<file path="config.mk">
export PLATFORM = sky130hd
export DESIGN_NAME = mult_control_flat
export DESIGN_NICKNAME = d
export VERILOG_FILES = /design/src/rtl/mult_control_if.sv /design/src/rtl/mult_control.sv /design/src/flat_wrapper.sv
export SDC_FILE = /design/constraint.sdc
export NUM_CORES = 1
export LEC_CHECK = 0
export ABC_CLOCK_PERIOD_IN_PS = 4600
export CORE_MARGIN = 4
export CORE_UTILIZATION = 55
export CTS_CLUSTER_DIAMETER = 200
export DETAILED_ROUTE_END_ITERATION = 6
export GPL_TIMING_DRIVEN = 0
export PLACE_DENSITY = 0.8
export SLEW_MARGIN = 15
export SYNTH_ARGS = -nofsm -noshare
export SYNTH_HDL_FRONTEND = slang
export SYNTH_SLANG_ARGS = --single-unit
</file>
<file path="constraint.sdc">
create_clock -name clk -period 4.6 [get_ports clk]
set_clock_uncertainty 0.05 [all_clocks]
set_input_delay 0.92 -clock clk [delete_from_list [all_inputs] [get_ports clk]]
set_output_delay 0.92 -clock clk [all_outputs]
set_load 0.005 [all_outputs]
</file>
<file path="src/rtl/mult_control_if.sv">
// Handshake between the shift-add multiplier controller and its datapath.
// The master side issues requests and reports datapath status; the slave is the controller.
interface mult_control_if;
  logic start;
  logic mult_lsb;
  logic stop;
  logic start_mult_sign;
  logic product_sign;
  logic multipliar_sign;
  logic count_sign;
  logic busy;
  logic done;
  logic error;

  modport master (
    output start, mult_lsb, stop,
    input  start_mult_sign, product_sign, multipliar_sign, count_sign, busy, done, error
  );

  modport slave (
    input  start, mult_lsb, stop,
    output start_mult_sign, product_sign, multipliar_sign, count_sign, busy, done, error
  );
endinterface

</file>
<file path="src/rtl/mult_control.sv">
// Moore sequencer for a shift-add multiplier: load, test LSB, optional add, shift,
// repeated until the datapath raises stop, or a timeout after WIDTH iterations.
module mult_control #(
  parameter int WIDTH = 32,
  parameter int CW    = 6
) (
  input  logic         clk,
  input  logic         reset,
  mult_control_if.slave bus
);

  typedef enum logic [2:0] {IDLE, LOAD, TEST, ADD, SHIFT, DONE, ERR} state_t;

  localparam logic [CW-1:0] ITER_MAX = CW'(WIDTH);

  state_t        state_q, state_d;
  logic [CW-1:0] iter_q, iter_d;
  logic          start_mult_sign_q, start_mult_sign_d;
  logic          product_sign_q, product_sign_d;
  logic          multipliar_sign_q, multipliar_sign_d;
  logic          count_sign_q, count_sign_d;
  logic          busy_q, busy_d;
  logic          done_q, done_d;
  logic          error_q, error_d;

  always_comb begin
    state_d = state_q;
    iter_d  = iter_q;
    case (state_q)
      IDLE:    if (bus.start) state_d = LOAD;
      LOAD: begin
        state_d = TEST;
        iter_d  = '0;
      end
      // stop outranks the timeout so a finish on the last iteration is not an error
      TEST: begin
        if (bus.stop)                state_d = DONE;
        else if (iter_q == ITER_MAX) state_d = ERR;
        else if (bus.mult_lsb)       state_d = ADD;
        else                         state_d = SHIFT;
      end
      ADD:     state_d = SHIFT;
      SHIFT: begin
        state_d = TEST;
        if (iter_q != ITER_MAX) iter_d = iter_q + CW'(1);
      end
      DONE:    state_d = IDLE;
      ERR:     state_d = IDLE;
      default: state_d = IDLE;
    endcase

    // outputs are registered copies of the next-state decode
    start_mult_sign_d = (state_d == LOAD);
    product_sign_d    = (state_d == ADD);
    multipliar_sign_d = (state_d == SHIFT);
    count_sign_d      = (state_d == SHIFT);
    busy_d            = (state_d != IDLE);
    done_d            = (state_d == DONE) || (state_d == ERR);
    error_d           = (state_d == ERR);
  end

  always_ff @(posedge clk or posedge reset) begin
    if (reset) begin
      state_q           <= IDLE;
      iter_q            <= '0;
      start_mult_sign_q <= 1'b0;
      product_sign_q    <= 1'b0;
      multipliar_sign_q <= 1'b0;
      count_sign_q      <= 1'b0;
      busy_q            <= 1'b0;
      done_q            <= 1'b0;
      error_q           <= 1'b0;
    end else begin
      state_q           <= state_d;
      iter_q            <= iter_d;
      start_mult_sign_q <= start_mult_sign_d;
      product_sign_q    <= product_sign_d;
      multipliar_sign_q <= multipliar_sign_d;
      count_sign_q      <= count_sign_d;
      busy_q            <= busy_d;
      done_q            <= done_d;
      error_q           <= error_d;
    end
  end

  assign bus.start_mult_sign = start_mult_sign_q;
  assign bus.product_sign    = product_sign_q;
  assign bus.multipliar_sign = multipliar_sign_q;
  assign bus.count_sign      = count_sign_q;
  assign bus.busy            = busy_q;
  assign bus.done            = done_q;
  assign bus.error           = error_q;

endmodule

</file>
<file path="src/flat_wrapper.sv">
// flat-port wrapper written by rule: the top's interface ports become plain ports
module mult_control_flat 
#(
  parameter int WIDTH = 32,
  parameter int CW    = 6
)
  (clk, reset, bus_start, bus_mult_lsb, bus_stop, bus_start_mult_sign, bus_product_sign, bus_multipliar_sign, bus_count_sign, bus_busy, bus_done, bus_error);
  mult_control_if bus_i ();
  input  logic clk;
  input  logic reset;
  input wire logic [$bits(bus_i.start)-1:0] bus_start;
  input wire logic [$bits(bus_i.mult_lsb)-1:0] bus_mult_lsb;
  input wire logic [$bits(bus_i.stop)-1:0] bus_stop;
  output wire logic [$bits(bus_i.start_mult_sign)-1:0] bus_start_mult_sign;
  output wire logic [$bits(bus_i.product_sign)-1:0] bus_product_sign;
  output wire logic [$bits(bus_i.multipliar_sign)-1:0] bus_multipliar_sign;
  output wire logic [$bits(bus_i.count_sign)-1:0] bus_count_sign;
  output wire logic [$bits(bus_i.busy)-1:0] bus_busy;
  output wire logic [$bits(bus_i.done)-1:0] bus_done;
  output wire logic [$bits(bus_i.error)-1:0] bus_error;
  assign bus_i.start = bus_start;
  assign bus_i.mult_lsb = bus_mult_lsb;
  assign bus_i.stop = bus_stop;
  assign bus_start_mult_sign = bus_i.start_mult_sign;
  assign bus_product_sign = bus_i.product_sign;
  assign bus_multipliar_sign = bus_i.multipliar_sign;
  assign bus_count_sign = bus_i.count_sign;
  assign bus_busy = bus_i.busy;
  assign bus_done = bus_i.done;
  assign bus_error = bus_i.error;
  mult_control #(.WIDTH(WIDTH), .CW(CW)) u_core (.clk(clk), .reset(reset), .bus(bus_i));
endmodule
</file>
# Word level (Yosys, flattened, before mapping)
# Cells that the tools add are included.
[word_totals]
output_inout_bits = 7
latch_bits = 0
n_memories = 0
ff_bits = 15
ramBits = 0
elab_cells = 34
mem_bits_ro = 0
[classes]
n_mux = 7
n_reduce_logical = 6
bitwise_logic = 0
shifts = 0
eq_ne = 12
n_mul = 0
order_cmp = 0
n_div = 0
add_sub_neg = 1
[ops]
columns = ["operator", "n"]
rows = [
  ["3-bit equality test (second input constant)", 4],
  ["3-bit two-way mux", 4],
  ["3-bit one-hot mux with 4 select lines", 1],
  ["6-bit one-hot mux with 2 select lines", 1],
  ["3-bit by 2-bit equality test with 1-bit output (second input constant)", 3],
  ["6-bit by 1-bit adder with 6-bit output (second input constant)", 1],
  ["3-bit by 1-bit equality test with 1-bit output (second input constant)", 2],
  ["6-bit equality test (second input constant)", 1],
  ["6-bit two-way mux", 1],
  ["6-bit inequality test (second input constant)", 1],
  ["3-bit zero test", 1],
  ["3-bit nonzero test", 1],
  ["2-bit by 1-bit inequality test with 1-bit output (second input constant)", 1],
  ["2-bit AND reduction", 1],
  ["2-bit nonzero test", 1],
  ["2-bit OR reduction", 1],
  ["1-bit logical OR", 1],
]

# Longest topological paths before layout
# Gate-level depths: netlist (run 1).
[logic_depth]
depth_word = 6
depth_mapped = 7
ltp_nobuf = 7

# Worst setup path after synthesis (run 1)
# Ideal clock, no wire load.
[synth_timing]
path_kind = "input to register"
from = "input bus_stop"
to = "register u_core.multipliar_sign_q (netlist: u_core.bus.multipliar_sign)"
arrival_time_ps = 1534
n_path_buf = 0
slack_ps = 2884
path_stages = 4
path_cell_list = "nand2b_1 o31a_1 clkinv_1 nor3b_2"
[synth_via]
elab_chain_cells = 3
[synth_rtl]
columns = ["item", "line_no", "rtl"]
rows = [
  ["from (decl)", "flat_wrapper.sv:13", "input wire logic [$bits(bus_i.stop)-1:0] bus_stop;"],
  ["3-bit two-way mux", "mult_control.sv:37", "if (bus.stop) state_d = DONE;"],
  ["3-bit one-hot mux with 4 select lines", "mult_control.sv:29", "case (state_q)"],
  ["net u_core.state_d[1]", "mult_control.sv:16", "state_t state_q, state_d;"],
  ["3-bit equality test", "--", ""],
  ["net u_core.count_sign_d", "mult_control.sv:21", "logic count_sign_q, count_sign_d;"],
  ["to (signal assigned)", "mult_control.sv:78", "multipliar_sign_q <= multipliar_sign_d;"],
  ["to (decl)", "mult_control.sv:20", "logic multipliar_sign_q, multipliar_sign_d;"],
]
# The timed path passes the listed nets, and every way through them passes these cells.
# A chain may end at the register's enable or synchronous reset.

# Final worst setup path (run 1)
[layout_timing]
from = "register u_core.multipliar_sign_q (netlist: u_core.bus.multipliar_sign)"
to = "output bus_multipliar_sign"
[layout_rtl]
columns = ["item", "line_no", "rtl"]
rows = [
  ["to (decl)", "flat_wrapper.sv:16", "output wire logic [$bits(bus_i.multipliar_sign)-1:0] bus_multipliar_sign;"],
]
# No word-level cell between the ends.

==> results of run 1 <==
final timing paths:
kind	startpoint	endpoint	cells past startpoint
setup / recovery	u_core.bus.multipliar_sign$_DFF_PP0_	bus_multipliar_sign	2
hold reg to reg	u_core.state_q[0]$_DFF_PP0_	u_core.bus.error$_DFF_PP0_	2
setup reg to reg	u_core.iter_q[1]$_DFFE_PP0P_	u_core.bus.busy$_DFF_PP0_	6
max in group asynchronous	reset	u_core.bus.multipliar_sign$_DFF_PP0_	2
hold / removal	u_core.state_q[0]$_DFF_PP0_	u_core.bus.error$_DFF_PP0_	2
min in group asynchronous	reset	u_core.bus.busy$_DFF_PP0_	2
per-stage QoR:
stage                     hold slack [ps]  util [%]  instance area [um^2]  worst slack [ps]  power (W)
after floorplan                       488         -                   797              2880   0.000391
after global placement                530      69.4                   926              2290   0.000469
after detailed placement              538      69.4                   926              2270   0.000488
after CTS                             551      71.4                   952              2410   0.000565
after global routing                  604      71.4                   952              2360   0.000604
final                                 549      71.4                   952              2420   0.000564
per-layer routing:
layer / part of all wire, % / up-vias / wire length (um)
met5: 0 / - / 0
met4: 1.6 / 0 / 28
met3: 7.1 / 4 / 120
met2: 49 / 26 / 832
met1: 42 / 317 / 720
li1: - / 304 / -
final cells by class:
cell class | instances | area (um^2) | share of cell area [%]
buffer | 4 | 21.3 | 2.23
clock buffer | 4 | 26.3 | 2.76
inverter | 8 | 30.0 | 3.15
multi-input combinational | 52 | 370 | 38.9
sequential | 15 | 375 | 39.4
tap | 15 | 18.8 | 1.97
timing repair buffer | 11 | 110 | 11.6
power groups by stage:
stage / clock (W) / sequential [W] / combinational (W)
2_1_floorplan: 0 / 0.000197 / 0.000194
3_3_place_gp: 0 / 0.000196 / 0.000273
3_5_place_dp: 0 / 0.000200 / 0.000288
4_1_cts: 0.0000757 / 0.000197 / 0.000292
5_1_grt: 0.0000849 / 0.000203 / 0.000317
6_report: 0.0000745 / 0.000197 / 0.000292
critical path: stages (launching register included):
cell and delay [ps]:
dfrtp_1 380, buf_4 120, clkdlybuf4s50_1 430
registers in the layout, summed over array words and instances, names as in the netlist:
| name | count |
|---|---|
| u_core.iter_q | 6 |
| u_core.state_q | 3 |
| u_core.bus.busy | 1 |
| u_core.bus.done | 1 |
| u_core.bus.error | 1 |
| u_core.bus.multipliar_sign | 1 |
| u_core.bus.product_sign | 1 |
| u_core.bus.start_mult_sign | 1 |
cell usage in the layout, fill, tap and decap left out:
cell,n
nor4_1,1
nor3b_2,1
nor3b_1,3
inv_1,7
mux2i_1,1
nand2_1,2
o22ai_1,4
and2b_2,1
a22oi_1,2
clkinv_1,1
o31a_1,1
a21o_2,1
o21ai_2,1
nor4b_4,1
clkbuf_1,1
buf_4,1
a21oi_2,1
buf_1,1
a21oi_1,7
dfrtp_1,15
o311ai_4,1
ha_1,2
o21ai_0,4
nor2_1,5
o21a_1,1
buf_2,2
clkbuf_4,3
clkdlybuf4s50_1,11
nand3_1,3
nor3_1,4
nand2b_1,2
or2_1,1
xnor2_1,2
logic make-up (layout without fill, tap and decap cells):
family          after synthesis  count (layout)  synth area share, %
simple gates                 24              24                 19.3
xor+xnor                      2               2                 2.20
mux                           1               1                 1.26
compound gates               23              23                 20.6
flops                        15              15                 47.1
fa+ha+maj                     2               2                 3.14
buf+inv                      12              27                 6.44
==> results.sh, run 1 <==
export IMPL_status="complete, no violations"
export IMPL_synthArstFlopShare_pct=100
export IMPL_core_um2=1330
export IMPL_arrival_ps=1210
export IMPL_syn2layout_area_growth_pct=19.5
export IMPL_ys_warnings_count=0
export IMPL_p_comb_share_pct=51.8
export IMPL_worst_setup_path_type="register to primary output"
export IMPL_root_buffer="clkbuf_4"
export IMPL_ant_nets=0
export IMPL_fin_nets=102
export IMPL_ys_seq_area_share_pct=47.1
export IMPL_insertion_delay_ps=280
export IMPL_ctsResizeCount=0
export IMPL_use_met3_pct=5.86
export IMPL_grt_pass1_vias=656
export IMPL_yosys_top_cells_area="dfrtp_1, a21oi_1, inv_1"
export IMPL_netlist_area_um2=797
export IMPL_syn_instance_count=79
export IMPL_h_tree_depth=1
export IMPL_grt_max_degree=16
export IMPL_detailedPlacementHpwl_um=1250
export IMPL_postSynthAreaPerCell_um2=10.1
export IMPL_cts_tree="yes"
export IMPL_crit_required_ps=3630
export IMPL_cts_buffers=3
export IMPL_top_usage_layer="met2"
export IMPL_dp_cells=105
export IMPL_synth_commonest_cells="dfrtp_1, a21oi_1, inv_1"
export IMPL_timing_max_transition_violations_final=0
export IMPL_pin_count=12
export IMPL_clockBufferDepth=2
export IMPL_timing_final_crit_share_pct=47.4
export IMPL_die_x_um=46.1
export IMPL_wire_per_inst_um=15.6
export IMPL_period_needed_ps=2180
export IMPL_num_antenna_cells=0
export IMPL_cts_sinks=15
export IMPL_start_util_pct=59.8
export IMPL_use_met1_pct=21.9
export IMPL_fill_cells=111
export IMPL_p_clk_share_pct=13.2
export IMPL_holdBufCountCts=0
export IMPL_switching_share_pct=40.2
export IMPL_drv_cap=0
export IMPL_grt_overflow=0
export IMPL_power_leakage_nw=0.419
export IMPL_pwr_share_seq_pct=35.0
export IMPL_routed_wl_um=1700
export IMPL_antenna_found_initial=0
export IMPL_die_h_um=46.1
export IMPL_min_path_type="register to register"
export IMPL_p_sw_w=0.000227
export IMPL_drive_gt1_share_pct=13.8
export IMPL_p_per_area_nw_per_um2=592
export IMPL_rsz0062_at_grt="no"
export IMPL_yosysMostFrequentCell="dfrtp_1"
export IMPL_gp_congestion=0.796
export IMPL_r2r_setup_slack_ps=2790
export IMPL_tns_ps=0
export IMPL_slew_headroom_pct=63.1
export IMPL_layoutNonFillerInstCount=109
export IMPL_crit_path_end_kind="primary output"
export IMPL_grtUsageTotal_pct=19.1
export IMPL_drtIter0Drc=25
export IMPL_clk_pin_slew_ps=80
export IMPL_intPower_w=0.000337
export IMPL_crit_fanout=2
export IMPL_row_count=13
export IMPL_synth_nets=86
export IMPL_numPortBuffers=11
export IMPL_viasPerCell=5.97
export IMPL_max_vdd_ir_drop_mv=0.330
export IMPL_drc=0
export IMPL_synth_top_area_share_pct=47.1
export IMPL_setup_viol=0
export IMPL_dr_pass1_iters=4
export IMPL_cp_start_kind="register"
export IMPL_synth_flop_cell="dfrtp_1"
export IMPL_globalRouteMet2Util_pct=32.1
export IMPL_synth_edf_count=0
export IMPL_cts_setup_buffers=0
export IMPL_synth_seq_cells=15
export IMPL_hold_viol=0
export IMPL_worstMarginPinSlew_ps=553
export IMPL_die_area_um2=2120
export IMPL_vias=651
export IMPL_fmax_ghz=0.459
export IMPL_grt_pass1_wl_um=2780
export IMPL_synth_area_leader_cell="dfrtp_1"
export IMPL_synth_cell_types=30
Power figures use the tool's default switching activity.
==> run 2: changes to the inputs <==
--- a/config.mk
+++ b/config.mk
@@ -5,13 +5,13 @@
 export SDC_FILE = /design/constraint.sdc
 export NUM_CORES = 1
 export LEC_CHECK = 0
-export ABC_CLOCK_PERIOD_IN_PS = 4600
+export ABC_CLOCK_PERIOD_IN_PS = 1800
 export CORE_MARGIN = 4
-export CORE_UTILIZATION = 55
+export CORE_UTILIZATION = 46
 export CTS_CLUSTER_DIAMETER = 200
 export DETAILED_ROUTE_END_ITERATION = 6
 export GPL_TIMING_DRIVEN = 0
-export PLACE_DENSITY = 0.8
+export PLACE_DENSITY = 0.71
 export SLEW_MARGIN = 15
 export SYNTH_ARGS = -nofsm -noshare
 export SYNTH_HDL_FRONTEND = slang
==> constraint.sdc (replaced) <==
create_clock -name clk -period 1.8 [get_ports clk]
set_clock_uncertainty 0.05 [all_clocks]
set_input_delay 0.36 -clock clk [delete_from_list [all_inputs] [get_ports clk]]
set_output_delay 0.36 -clock clk [all_outputs]
set_load 0.005 [all_outputs]
==> run 2 against run 1 <==
Net effect: cell count up 2.8%; wire length down 13%; global-route usage down 5.9 points; largest cell class unchanged; critical path type is now register to register; critical endpoint is now u_core.bus.multipliar_sign$_DFF_PP0_.
==> results.sh, run 2 (same netlist as run 1, synthesis figures left out) <==
export IMPL_wl_met3_um=52
export IMPL_core_um2=1580
export IMPL_row_count=14
export IMPL_critPathMaxStageDelay_ps=400
export IMPL_crit_path_end_kind="register"
export IMPL_gp_congestion=0.811
export IMPL_fin_nets=104
export IMPL_holdBufCountCts=0
export IMPL_wire_per_inst_um=13.3
export IMPL_cts_sinks=15
export IMPL_r2r_end="u_core.bus.multipliar_sign$_DFF_PP0_"
export IMPL_max_vdd_ir_drop_mv=0.731
export IMPL_crit_fanout=5
export IMPL_multiInputGateArea_um2=370
export IMPL_top_layer_used="met4"
export IMPL_biggestRegsByFlops="u_core.iter_q (6), u_core.state_q (3)"
export IMPL_vias=620
export IMPL_dr_pass1_iters=3
export IMPL_regArea_um2=375
export IMPL_grt_max_degree=16
export IMPL_die_x_um=49.6
export IMPL_largest_reg_flops=6
export IMPL_timing_final_crit_share_pct=95.8
export IMPL_grt_pass1_wl_um=2490
export IMPL_path_depth=7
export IMPL_crit_family="compound AO/OA/AOI/OAI gates"
export IMPL_grt_pass1_vias=553
export IMPL_antenna_found_initial=0
export IMPL_die_h_um=49.6
export IMPL_tns_ps=0
export IMPL_viasPerCell=5.54
export IMPL_power_w=0.00143
export IMPL_r2r_cells=7
export IMPL_fmax_ghz=0.580
export IMPL_insertion_delay_ps=280
export IMPL_rsz0062_at_grt="yes"
export IMPL_reg2reg_from="u_core.iter_q[0]$_DFFE_PP0P_"
export IMPL_drive_gt1_share_pct=15.6
export IMPL_root_buffer="clkbuf_4"
export IMPL_clockBufferDepth=2
export IMPL_cp_start_kind="register"
export IMPL_routed_wl_um=1490
export IMPL_crit_buf_inv=2
export IMPL_start_util_pct=50.6
export IMPL_crit_chain="inv_1 > ha_1 > nor4b_4 > a21oi_1 > o31a_1 > clkinv_1 > nor3b_2"
export IMPL_dp_slack_ps=34.6
export IMPL_numPortBuffers=11
export IMPL_arrival_ps=1830
export IMPL_cts_buffers=3
export IMPL_slew_headroom_pct=62.1
export IMPL_finalInstanceArea_um2=968
export IMPL_timing_max_transition_violations_final=0
export IMPL_slowest_stage="dfrtp_1"
export IMPL_worst_slack_ps=75.0
export IMPL_drtIter0Drc=6
export IMPL_crit_required_ps=1900
export IMPL_r2r_setup_slack_ps=70
export IMPL_detailedPlacementHpwl_um=1100
export IMPL_setup_viol=0
export IMPL_fill_cells=141
export IMPL_p_per_area_nw_per_um2=1480
export IMPL_period_needed_ps=1730
export IMPL_clk_pin_slew_ps=90
export IMPL_syn2layout_area_growth_pct=21.5
export IMPL_hold_viol=0
export IMPL_pin_count=12
export IMPL_cts_tree="yes"
export IMPL_placed_area_um2=927
export IMPL_drv_cap=0
export IMPL_worst_setup_path_type="register to register"
export IMPL_num_antenna_cells=0
export IMPL_status="complete, no violations"
export IMPL_wl_met2_um=704
export IMPL_hold_ws_ps=380
export IMPL_wl_met1_um=714
export IMPL_final_cell_mix="dfrtp_1, clkdlybuf4s50_1, inv_1, a21oi_1, nor2_1"
export IMPL_grt_overflow=0
export IMPL_grtUsageTotal_pct=13.2
export IMPL_top_register="u_core.iter_q"
export IMPL_h_tree_depth=1
export IMPL_drc=0
export IMPL_worstMarginPinSlew_ps=568
export IMPL_layout_commonest_cell="dfrtp_1"
export IMPL_ant_nets=0
export IMPL_min_path_type="primary input to async pin"
export IMPL_power_leakage_nw=0.429
export IMPL_die_area_um2=2460
[run 2: cell types whose count changed in the layout (fill, tap and decap cells not counted), sizes merged]
cell / before / now
buf: 4 / 6
[run 2: how the worst max path moves through the flow]
stage	from	to	slack (ps)
detailed placement	bus_stop	u_core.bus.multipliar_sign$_DFF_PP0_	30
floorplan	u_core.iter_q[0]$_DFFE_PP0P_	u_core.bus.busy$_DFF_PP0_	250
global placement	bus_stop	u_core.bus.multipliar_sign$_DFF_PP0_	40
finish	u_core.iter_q[0]$_DFFE_PP0P_	u_core.bus.multipliar_sign$_DFF_PP0_	70
CTS	u_core.iter_q[0]$_DFFE_PP0P_	u_core.bus.multipliar_sign$_DFF_PP0_	60
global route	u_core.iter_q[0]$_DFFE_PP0P_	u_core.bus.multipliar_sign$_DFF_PP0_	-50
[run 2: stage by stage]
| stage | instances | util, % |
|---|---|---|
| floorplan | 79 | - |
| global placement | 106 | 58.8 |
| detailed placement | 106 | 58.8 |
| CTS | 110 | 60.5 |
| global route | 112 | 61.4 |
| finish | 112 | 61.4 |
[run 2: layout make-up]
class                   count  area share [%]
multi-input cells          52            38.2
inverters                   8            3.10
well taps                  16            2.07
flip-flops and latches     15            38.8
plain buffers               4            2.20
clock buffers               4            2.71
repair buffers             13            12.9
[run 2: worst register-to-register path: stages, from the launching register on]
cell and delay, ps:
dfrtp_1 400, inv_1 120, ha_1 160, nor4b_4 310, a21oi_1 130, o31a_1 310, clkinv_1 90, nor3b_2 40
[run 2: what timing repair did]
action | 4_1_cts | 5_1_grt
endpoints found under the setup margin | 0 | 3
setup buffers | 0 | 2
gates resized for setup | 0 | 0
[run 2: power by group]
| group | switching [W] | total, W | internal [W] |
|---|---|---|---|
| Sequential | 0.0000616 | 0.000500 | 0.000439 |
| Combinational | 0.000387 | 0.000749 | 0.000361 |
| Clock | 0.0000991 | 0.000185 | 0.0000858 |
[run 2: routing by layer]
metal | vias up | global-route usage, %
li1 | 308 | -
met1 | 302 | 17.4
met2 | 8 | 19.8
met3 | 2 | 3.92
met4 | 0 | 5.53
met5 | - | 0
